<file path="src/rtl/ds1302_pkg.sv">
`default_nettype none
// ==========================================================================
// ds1302_pkg : call-bit indices, FSM encoding and BCD byte offsets (rev 1.0)
// ==========================================================================
package ds1302_pkg;

  localparam int CALL_RD_SEC = 0;
  localparam int CALL_W_SEC  = 4;
  localparam int CALL_W_MIN  = 5;
  localparam int CALL_W_HOUR = 6;
  localparam int CALL_WP_OFF = 7;

  localparam int SEC_OFS  = 0;
  localparam int MIN_OFS  = 8;
  localparam int HOUR_OFS = 16;

  localparam int TMR_W = 24;

  typedef enum logic [2:0] {
    S_WP_OFF  = 3'd0,
    S_W_HOUR  = 3'd1,
    S_W_MIN   = 3'd2,
    S_W_SEC   = 3'd3,
    S_IDLE    = 3'd4,
    S_RD      = 3'd5,
    S_PUBLISH = 3'd6
  } state_t;

  // Read calls occupy consecutive bits starting at the seconds bit.
  function automatic logic [7:0] call_vec(state_t s, logic [1:0] k);
    logic [7:0] v;
    v = 8'h00;
    case (s)
      S_WP_OFF: v = 8'b1 << CALL_WP_OFF;
      S_W_HOUR: v = 8'b1 << CALL_W_HOUR;
      S_W_MIN:  v = 8'b1 << CALL_W_MIN;
      S_W_SEC:  v = 8'b1 << CALL_W_SEC;
      S_RD:     v = 8'b1 << (CALL_RD_SEC + k);
      default:  v = 8'h00;
    endcase
    return v;
  endfunction

endpackage
`default_nettype wire

</file>
<file path="src/rtl/ds1302_rtc_poller_if.sv">
`default_nettype none
// ==========================================================================
// ds1302_rtc_poller_if : call/done bus towards the DS1302 base module (rev 1.0)
// ==========================================================================
interface ds1302_rtc_poller_if;
  logic [7:0] Call_Sig;
  logic       Done_Sig;
  logic [7:0] WrData;
  logic [7:0] RdData;

  modport master (output Call_Sig, output WrData, input Done_Sig, input RdData);
  modport slave  (input Call_Sig, input WrData, output Done_Sig, output RdData);
endinterface
`default_nettype wire

</file>
<file path="src/rtl/ds1302_step_timer.sv">
`default_nettype none
// ==========================================================================
// ds1302_step_timer : loadable down-counter with zero flag (rev 1.0)
// ==========================================================================
module ds1302_step_timer #(
  parameter int WIDTH = 24
) (
  input  wire logic             clk,
  input  wire logic             rst_n,
  input  wire logic             load,
  input  wire logic             enable,
  input  wire logic [WIDTH-1:0] load_val,
  output logic                  zero
);

  logic [WIDTH-1:0] count;

  always_ff @(posedge clk or negedge rst_n) begin
    if (!rst_n) begin
      count <= '0;
    end else if (load) begin
      count <= load_val;
    end else if (enable && (count != '0)) begin
      count <= count - 1'b1;
    end
  end

  assign zero = (count == '0);

endmodule
`default_nettype wire

</file>
<file path="src/rtl/ds1302_rtc_poller.sv">
`default_nettype none
// ==========================================================================
// ds1302_rtc_poller : boots, sets and periodically polls a DS1302 RTC.
// Optional call watchdog via DS1302_TIMEOUT_EN.                  (rev 1.0)
// ==========================================================================
module ds1302_rtc_poller
  import ds1302_pkg::*;
#(
  parameter int          NUM_READ    = 3,
  parameter logic [23:0] POLL_DIV    = 24'd5_000_000,
  parameter logic [23:0] INIT_TIME   = 24'h21_59_50,
  parameter logic [15:0] TIMEOUT_CYC = 16'd4095
) (
  input  wire logic                  CLOCK,
  input  wire logic                  RST_n,
  ds1302_rtc_poller_if.master        bus,
  input  wire logic                  Set_Req,
  input  wire logic [23:0]           Set_Time,
  output logic [8*NUM_READ-1:0]      Time_Out,
  output logic                       Time_Valid,
  output logic                       Busy,
  output logic                       Err
);

  state_t                state, nxt;
  logic [7:0]            call, wr, wr_byte;
  logic [1:0]            rd_idx;
  logic [8*NUM_READ-1:0] shadow;
  logic [23:0]           wtime, set_time_q;
  logic                  pending;
  logic                  active, done_ok, wd_expire, wd_arm, is_call, last_rd;
  logic                  tmr_load, tmr_en, tmr_zero;
  logic [TMR_W-1:0]      tmr_val, wd_load;

  assign active  = |call;
  assign done_ok = active & bus.Done_Sig;
  assign is_call = (state != S_IDLE) && (state != S_PUBLISH);
  assign last_rd = (rd_idx == 2'(NUM_READ - 1));
  assign wd_load = {8'd0, TIMEOUT_CYC} - 24'd1;

`ifdef DS1302_TIMEOUT_EN
  logic err_q;
  assign wd_arm    = is_call & ~active;
  assign wd_expire = active & ~bus.Done_Sig & tmr_zero;
  assign Err       = err_q;
`else
  assign wd_arm    = 1'b0;
  assign wd_expire = 1'b0;
  assign Err       = 1'b0;
`endif

  // One timer serves both purposes: poll interval in IDLE, watchdog in calls.
  assign tmr_load = (state == S_PUBLISH) | wd_arm;
  assign tmr_val  = (state == S_PUBLISH) ? (POLL_DIV - 24'd1) : wd_load;
  assign tmr_en   = (state == S_IDLE) | active;

  ds1302_step_timer #(.WIDTH(TMR_W)) u_timer (
    .clk      (CLOCK),
    .rst_n    (RST_n),
    .load     (tmr_load),
    .enable   (tmr_en),
    .load_val (tmr_val),
    .zero     (tmr_zero)
  );

  always_comb begin
    wr_byte = 8'h00;
    case (state)
      S_W_HOUR: wr_byte = {1'b0, wtime[HOUR_OFS +: 7]};
      S_W_MIN:  wr_byte = wtime[MIN_OFS +: 8];
      S_W_SEC:  wr_byte = {1'b0, wtime[SEC_OFS +: 7]};
      default:  wr_byte = 8'h00;
    endcase
  end

  always_comb begin
    nxt = state;
    case (state)
      S_WP_OFF: nxt = S_W_HOUR;
      S_W_HOUR: nxt = S_W_MIN;
      S_W_MIN:  nxt = S_W_SEC;
      S_W_SEC:  nxt = S_RD;
      S_RD:     nxt = last_rd ? S_PUBLISH : S_RD;
      default:  nxt = state;
    endcase
  end

  always_ff @(posedge CLOCK or negedge RST_n) begin
    if (!RST_n) begin
      state      <= S_WP_OFF;
      call       <= 8'h00;
      wr         <= 8'h00;
      rd_idx     <= 2'd0;
      shadow     <= '0;
      Time_Out   <= '0;
      Time_Valid <= 1'b0;
      pending    <= 1'b0;
      wtime      <= INIT_TIME;
      set_time_q <= 24'd0;
`ifdef DS1302_TIMEOUT_EN
      err_q      <= 1'b0;
`endif
    end else begin
      Time_Valid <= 1'b0;
      if (Set_Req) begin
        pending    <= 1'b1;
        set_time_q <= Set_Time;
      end
      case (state)
        S_IDLE: begin
          // A set request wins over a poll expiry in the same cycle.
          if (pending || Set_Req) begin
            state   <= S_WP_OFF;
            pending <= 1'b0;
            wtime   <= Set_Req ? Set_Time : set_time_q;
          end else if (tmr_zero) begin
            state  <= S_RD;
            rd_idx <= 2'd0;
          end
        end
        S_PUBLISH: begin
          Time_Out   <= shadow;
          Time_Valid <= 1'b1;
          state      <= S_IDLE;
        end
        default: begin
          if (!active) begin
            call <= call_vec(state, rd_idx);
            wr   <= wr_byte;
          end else if (done_ok || wd_expire) begin
            call  <= 8'h00;
            state <= nxt;
            if (state == S_RD) begin
              shadow[8*rd_idx +: 8] <= done_ok ? bus.RdData : 8'h00;
              rd_idx                <= last_rd ? 2'd0 : rd_idx + 2'd1;
            end
`ifdef DS1302_TIMEOUT_EN
            if (wd_expire) err_q <= 1'b1;
`endif
          end
        end
      endcase
    end
  end

  assign bus.Call_Sig = call;
  assign bus.WrData   = wr;
  assign Busy         = (state != S_IDLE);

endmodule
`default_nettype wire

</file>
<file path="src/flat_wrapper.sv">
// flat-port wrapper written by rule: the top's interface ports become plain ports
module ds1302_rtc_poller_flat import ds1302_pkg::*;
#(
  parameter int          NUM_READ    = 3,
  parameter logic [23:0] POLL_DIV    = 24'd5_000_000,
  parameter logic [23:0] INIT_TIME   = 24'h21_59_50,
  parameter logic [15:0] TIMEOUT_CYC = 16'd4095
)
  (CLOCK, RST_n, Set_Req, Set_Time, Time_Out, Time_Valid, Busy, Err, bus_Call_Sig, bus_WrData, bus_Done_Sig, bus_RdData);
  ds1302_rtc_poller_if bus_i ();
  input  wire logic CLOCK;
  input  wire logic RST_n;
  input  wire logic Set_Req;
  input  wire logic [23:0] Set_Time;
  output logic [8*NUM_READ-1:0] Time_Out;
  output logic Time_Valid;
  output logic Busy;
  output logic Err;
  output wire logic [$bits(bus_i.Call_Sig)-1:0] bus_Call_Sig;
  output wire logic [$bits(bus_i.WrData)-1:0] bus_WrData;
  input wire logic [$bits(bus_i.Done_Sig)-1:0] bus_Done_Sig;
  input wire logic [$bits(bus_i.RdData)-1:0] bus_RdData;
  assign bus_Call_Sig = bus_i.Call_Sig;
  assign bus_WrData = bus_i.WrData;
  assign bus_i.Done_Sig = bus_Done_Sig;
  assign bus_i.RdData = bus_RdData;
  ds1302_rtc_poller #(.NUM_READ(NUM_READ), .POLL_DIV(POLL_DIV), .INIT_TIME(INIT_TIME), .TIMEOUT_CYC(TIMEOUT_CYC)) u_core (.CLOCK(CLOCK), .RST_n(RST_n), .bus(bus_i), .Set_Req(Set_Req), .Set_Time(Set_Time), .Time_Out(Time_Out), .Time_Valid(Time_Valid), .Busy(Busy), .Err(Err));
endmodule
</file>
<file path="config.mk">
export PLATFORM = sky130hd
export DESIGN_NAME = ds1302_rtc_poller_flat
export DESIGN_NICKNAME = d
export VERILOG_FILES = /design/src/rtl/ds1302_pkg.sv /design/src/rtl/ds1302_rtc_poller_if.sv /design/src/rtl/ds1302_step_timer.sv /design/src/rtl/ds1302_rtc_poller.sv /design/src/flat_wrapper.sv
export SDC_FILE = /design/constraint.sdc
export NUM_CORES = 1
export LEC_CHECK = 0
export CELL_PAD_IN_SITES_DETAIL_PLACEMENT = 1
export CELL_PAD_IN_SITES_GLOBAL_PLACEMENT = 1
export CORE_MARGIN = 4
export CORE_UTILIZATION = 45
export CTS_BUF_LIST = sky130_fd_sc_hd__clkbuf_2
export CTS_CLUSTER_SIZE = 30
export DETAILED_ROUTE_END_ITERATION = 7
export PLACE_DENSITY_LB_ADDON = 0.25
export SYNTH_ARGS = -nofsm -noshare
export SYNTH_HDL_FRONTEND = slang
export SYNTH_SLANG_ARGS = --single-unit
</file>
<file path="constraint.sdc">
create_clock -name CLOCK -period 2.3 [get_ports CLOCK]
set_input_delay 0.46 -clock CLOCK [delete_from_list [all_inputs] [get_ports CLOCK]]
set_output_delay 0.46 -clock CLOCK [all_outputs]
set_load 0.03 [all_outputs]
</file>
==> results.py <==
metrics = {
    "timing": {
        "final-setup-viol-count": 0,
        "grt_setup_unrepaired": "true",
        "worst_slew_pin_slew_ps": 611.6,
        "skew_ps": 35.94,
        "slew_viol_final": 0,
        "fin_crit_sh": 0.9720,
        "period_needed_ps": 2236,
        "finalHoldViolations": 0,
        "max_freq_ghz": 0.4473,
        "slew_headroom": 0.5907,
    },
    "routing": {
        "wl_per_cell_microns": 18.44,
        "drtIter0Drc": 250,
        "drt-pass1-iter-count": 4,
        "drcViolationCount": 0,
        "vias": 4619,
        "vias_per_cell": 5.486,
        "wl_microns": 15530,
        "route.antenna.remaining_nets": 0,
    },
    "synth": {
        "syn_inst": 555,
        "synth_area_leaders": "dfrtp_1 54%, nand2_1 8.7%, mux2_2 8.2%",
        "synth_warnings": 0,
        "ys_ff_latch": 139,
        "netlist.area_leader.share": 0.5402,
        "synthArstFlopShare": 1.000,
        "synthDistinctLibCells": 54,
        "synth.most_common_cell": "nand2_1",
        "synth_edf_count": 0,
        "avgSynthCellArea_sq_um": 10.93,
        "synth_area_sq_mm": 0.006068,
        "synth_top_area_cell": "dfrtp_1",
        "synth_nets": 599,
        "ys_top_cells_by_count": "141 x nand2_1, 131 x dfrtp_1, 44 x mux2_2",
        "ys.flop_type": "dfrtp_1",
        "ys_seq_area_frac": 0.5748,
    },
    "power": {
        "power_frac_comb": 0.423,
        "power_uw": 9166,
        "p_switching_uw": 3868,
        "p_int_uw": 5298,
        "power_density_mw_per_mm2": 1240,
        "clkPwrFrac": 0.158,
        "ir_worst_vdd_uv": 849.0,
        "p_leak_uw": 0.003457,
        "sequentialPowerShare": 0.419,
        "switching_share": 0.4220,
    },
    "finish": {
        "drive_gt1_frac": 0.1940,
        "fin_util": 0.5581,
        "syn_to_final_growth_pct": 21.79,
        "final_nets": 696,
    },
    "clock_tree": {
        "insertion_delay_ps": 710,
        "root_buffer": "clkbuf_2",
        "cts_buffers": 17,
        "cts.sinks": 139,
        "cts_tree": "built",
        "clk_pin_slew_worst_paths_ps": 220,
        "h-tree-depth": 4,
        "cts_buffer_depth": 2,
    },
    "global_route": {
        "globalRouteTotalUtil": 0.2156,
        "overflow": 0,
        "grt_pass1_vias": 5013,
        "grt_max_degree": 60,
        "antenna_found_initial": 1,
        "grt_first_pass_wirelength_microns": 25500,
    },
    "floorplan": {
        "coreArea_sq_mm": 0.01324,
        "die_area_sq_mm": 0.01541,
        "die_y_microns": 124.1,
        "die_w_microns": 124.1,
        "start_util": 0.4582,
        "rows": 42,
        "io_pins": 79,
    },
    "worst_setup_path": {
        "cp-start-kind": "flip-flop",
        "end_kind": "output pin",
        "crit_required_ps": 1840,
        "crit_fanout": 3,
        "crit_arrival_ps": 1780,
        "criticalPathCategory": "reg2out",
    },
    "place": {
        "port_buffers": 75,
        "finalWeightedCongestion": 0.8234,
        "post-dp-hpwl_microns": 10970,
    },
    "min_path": {
        "hold_class": "in2async",
    },
    "job": {
        "drv_cap": 0,
    },
    "status": {
        "outcome": "finished clean",
    },
}
==> path summary, 6_finish.rpt <==
check / startpoint / endpoint / slack (ps) / depth (start not counted)
setup reg to reg: u_core.u_timer.count[1]$_DFFE_PN0P_ / u_core.u_timer.count[21]$_DFFE_PN0P_ / 180 / 7
max in group asynchronous: RST_n / u_core.wtime[14]$_DFFE_PN1P_ / 1310 / 3
min in group CLOCK: Set_Time[8] / u_core.set_time_q[8]$_DFF_PN0_ / 370 / 2
setup / recovery: u_core.state[0]$_DFFE_PN0P_ / Busy / 60 / 2
hold reg to reg: u_core.shadow[3]$_DFFE_PN0P_ / u_core.Time_Out[3]$_DFFE_PN0P_ / 490 / 2
hold / removal: RST_n / u_core.set_time_q[11]$_DFF_PN0_ / 260 / 2
==> cell families (layout without fill, tap and decap cells) <==
family                   Yosys count  in the layout  share of synthesized area
buffers and inverters             32            142                    0.02206
XOR/XNOR                           4              4                   0.005774
other                              1              2                  0.0006180
flip-flops                       139            139                     0.5748
AND/OR/NAND/NOR                  221            221                     0.1771
multiplexers                      53             53                    0.09650
AO/OA/AOI/OAI                     97             97                     0.1066
adder cells (fa/ha/maj)            8              8                    0.01650
==> stage by stage <==
stage / setup TNS (ps) / area (sq um) / setup WS (ps) / instances / hold WS, ps
2_1_floorplan: 0 / 6068 / 384.0 / 555 / 164.4
3_3_place_gp: 0 / 7173 / 215.2 / 807 / 449.6
3_5_place_dp: 0 / 7173 / 145.9 / 807 / 464.0
4_1_cts: -140.6 / 7370 / -140.6 / 840 / 185.0
5_1_grt: -44.75 / 7391 / -44.75 / 842 / 230.3
6_report: 0 / 7391 / 64.35 / 842 / 262.5
==> power by group through the flow <==
stage / sequential [uW] / clock (uW) / combinational, uW
6_report: 3840 / 1450 / 3880
3_3_place_gp: 3830 / 0 / 3740
3_5_place_dp: 3880 / 0 / 3950
5_1_grt: 3950 / 1600 / 4270
2_1_floorplan: 4080 / 0 / 2230
4_1_cts: 3830 / 1500 / 3850
==> flip-flops by register name, summed over array words and instances (netlist names) <==
register / flops
u_core.state: 3
u_core.shadow: 24
u_core.rd_idx: 2
u_core.set_time_q: 22
u_core.Time_Out: 24
u_core.u_timer.count: 24
u_core.wtime: 22
u_core.bus.Call_Sig: 8
u_core.bus.WrData: 8
u_core.Time_Valid: 1
u_core.pending: 1
==> final cells by class <==
class                           count  area (sq um)
Antenna cell                        1         2.502
Clock buffer                       18         90.09
Clock inverter                     14         146.4
Fill cell                        1476          5852
Inverter                            9         33.78
Multi-Input combinational cell    384          2466
Sequential cell                   139          3488
Tap cell                          176         220.2
Timing Repair Buffer              101         943.4
==> cell usage in the layout, fill, tap and decap left out, drive strengths merged, types with 3 or more instances in the layout <==
cell           Yosys  routed
a21oi             11      11
a22o              14      14
and2               3       3
buf               11      27
clkbuf            12      18
clkdlybuf4s50      0      32
clkinv             0       7
clkinvlp           0       3
dfrtp            131     131
dfstp              8       8
dlygate4sd2        0      41
ha                 8       8
inv                9      11
mux2              44      44
mux2i              9       9
nand2            141     141
nand2b             3       3
nand3             10      10
nand4              5       5
nor2              16      16
nor3               6       6
nor3b              4       4
nor4               6       6
o211ai             6       6
o21ai             42      42
o31ai              9       9
or3                9       9
or4               10      10
xor2               3       3
==> critical path: stages (launching register included) <==
cell and delay [ps]:
dfrtp_1 430, or3b_4 440, buf_2 200
==> what timing repair did <==
| item | in CTS | in global routing |
|---|---|---|
| cloned | 0 | 0 |
| endpoints found under the hold margin | 55 | 0 |
| endpoints found under the setup margin | 42 | 9 |
| hold buffers | 1 | 0 |
| gates resized for setup | 44 | 4 |
| buffers inserted | 0 | 1 |
==> per-layer routing <==
metal  global-route usage  part of all wire
met1               0.2862              0.45
met2               0.3524              0.50
met4              0.07734             0.015
met3              0.04405             0.032
met5                    0                 0
No activity file was read; power rests on OpenSTA's default activity.
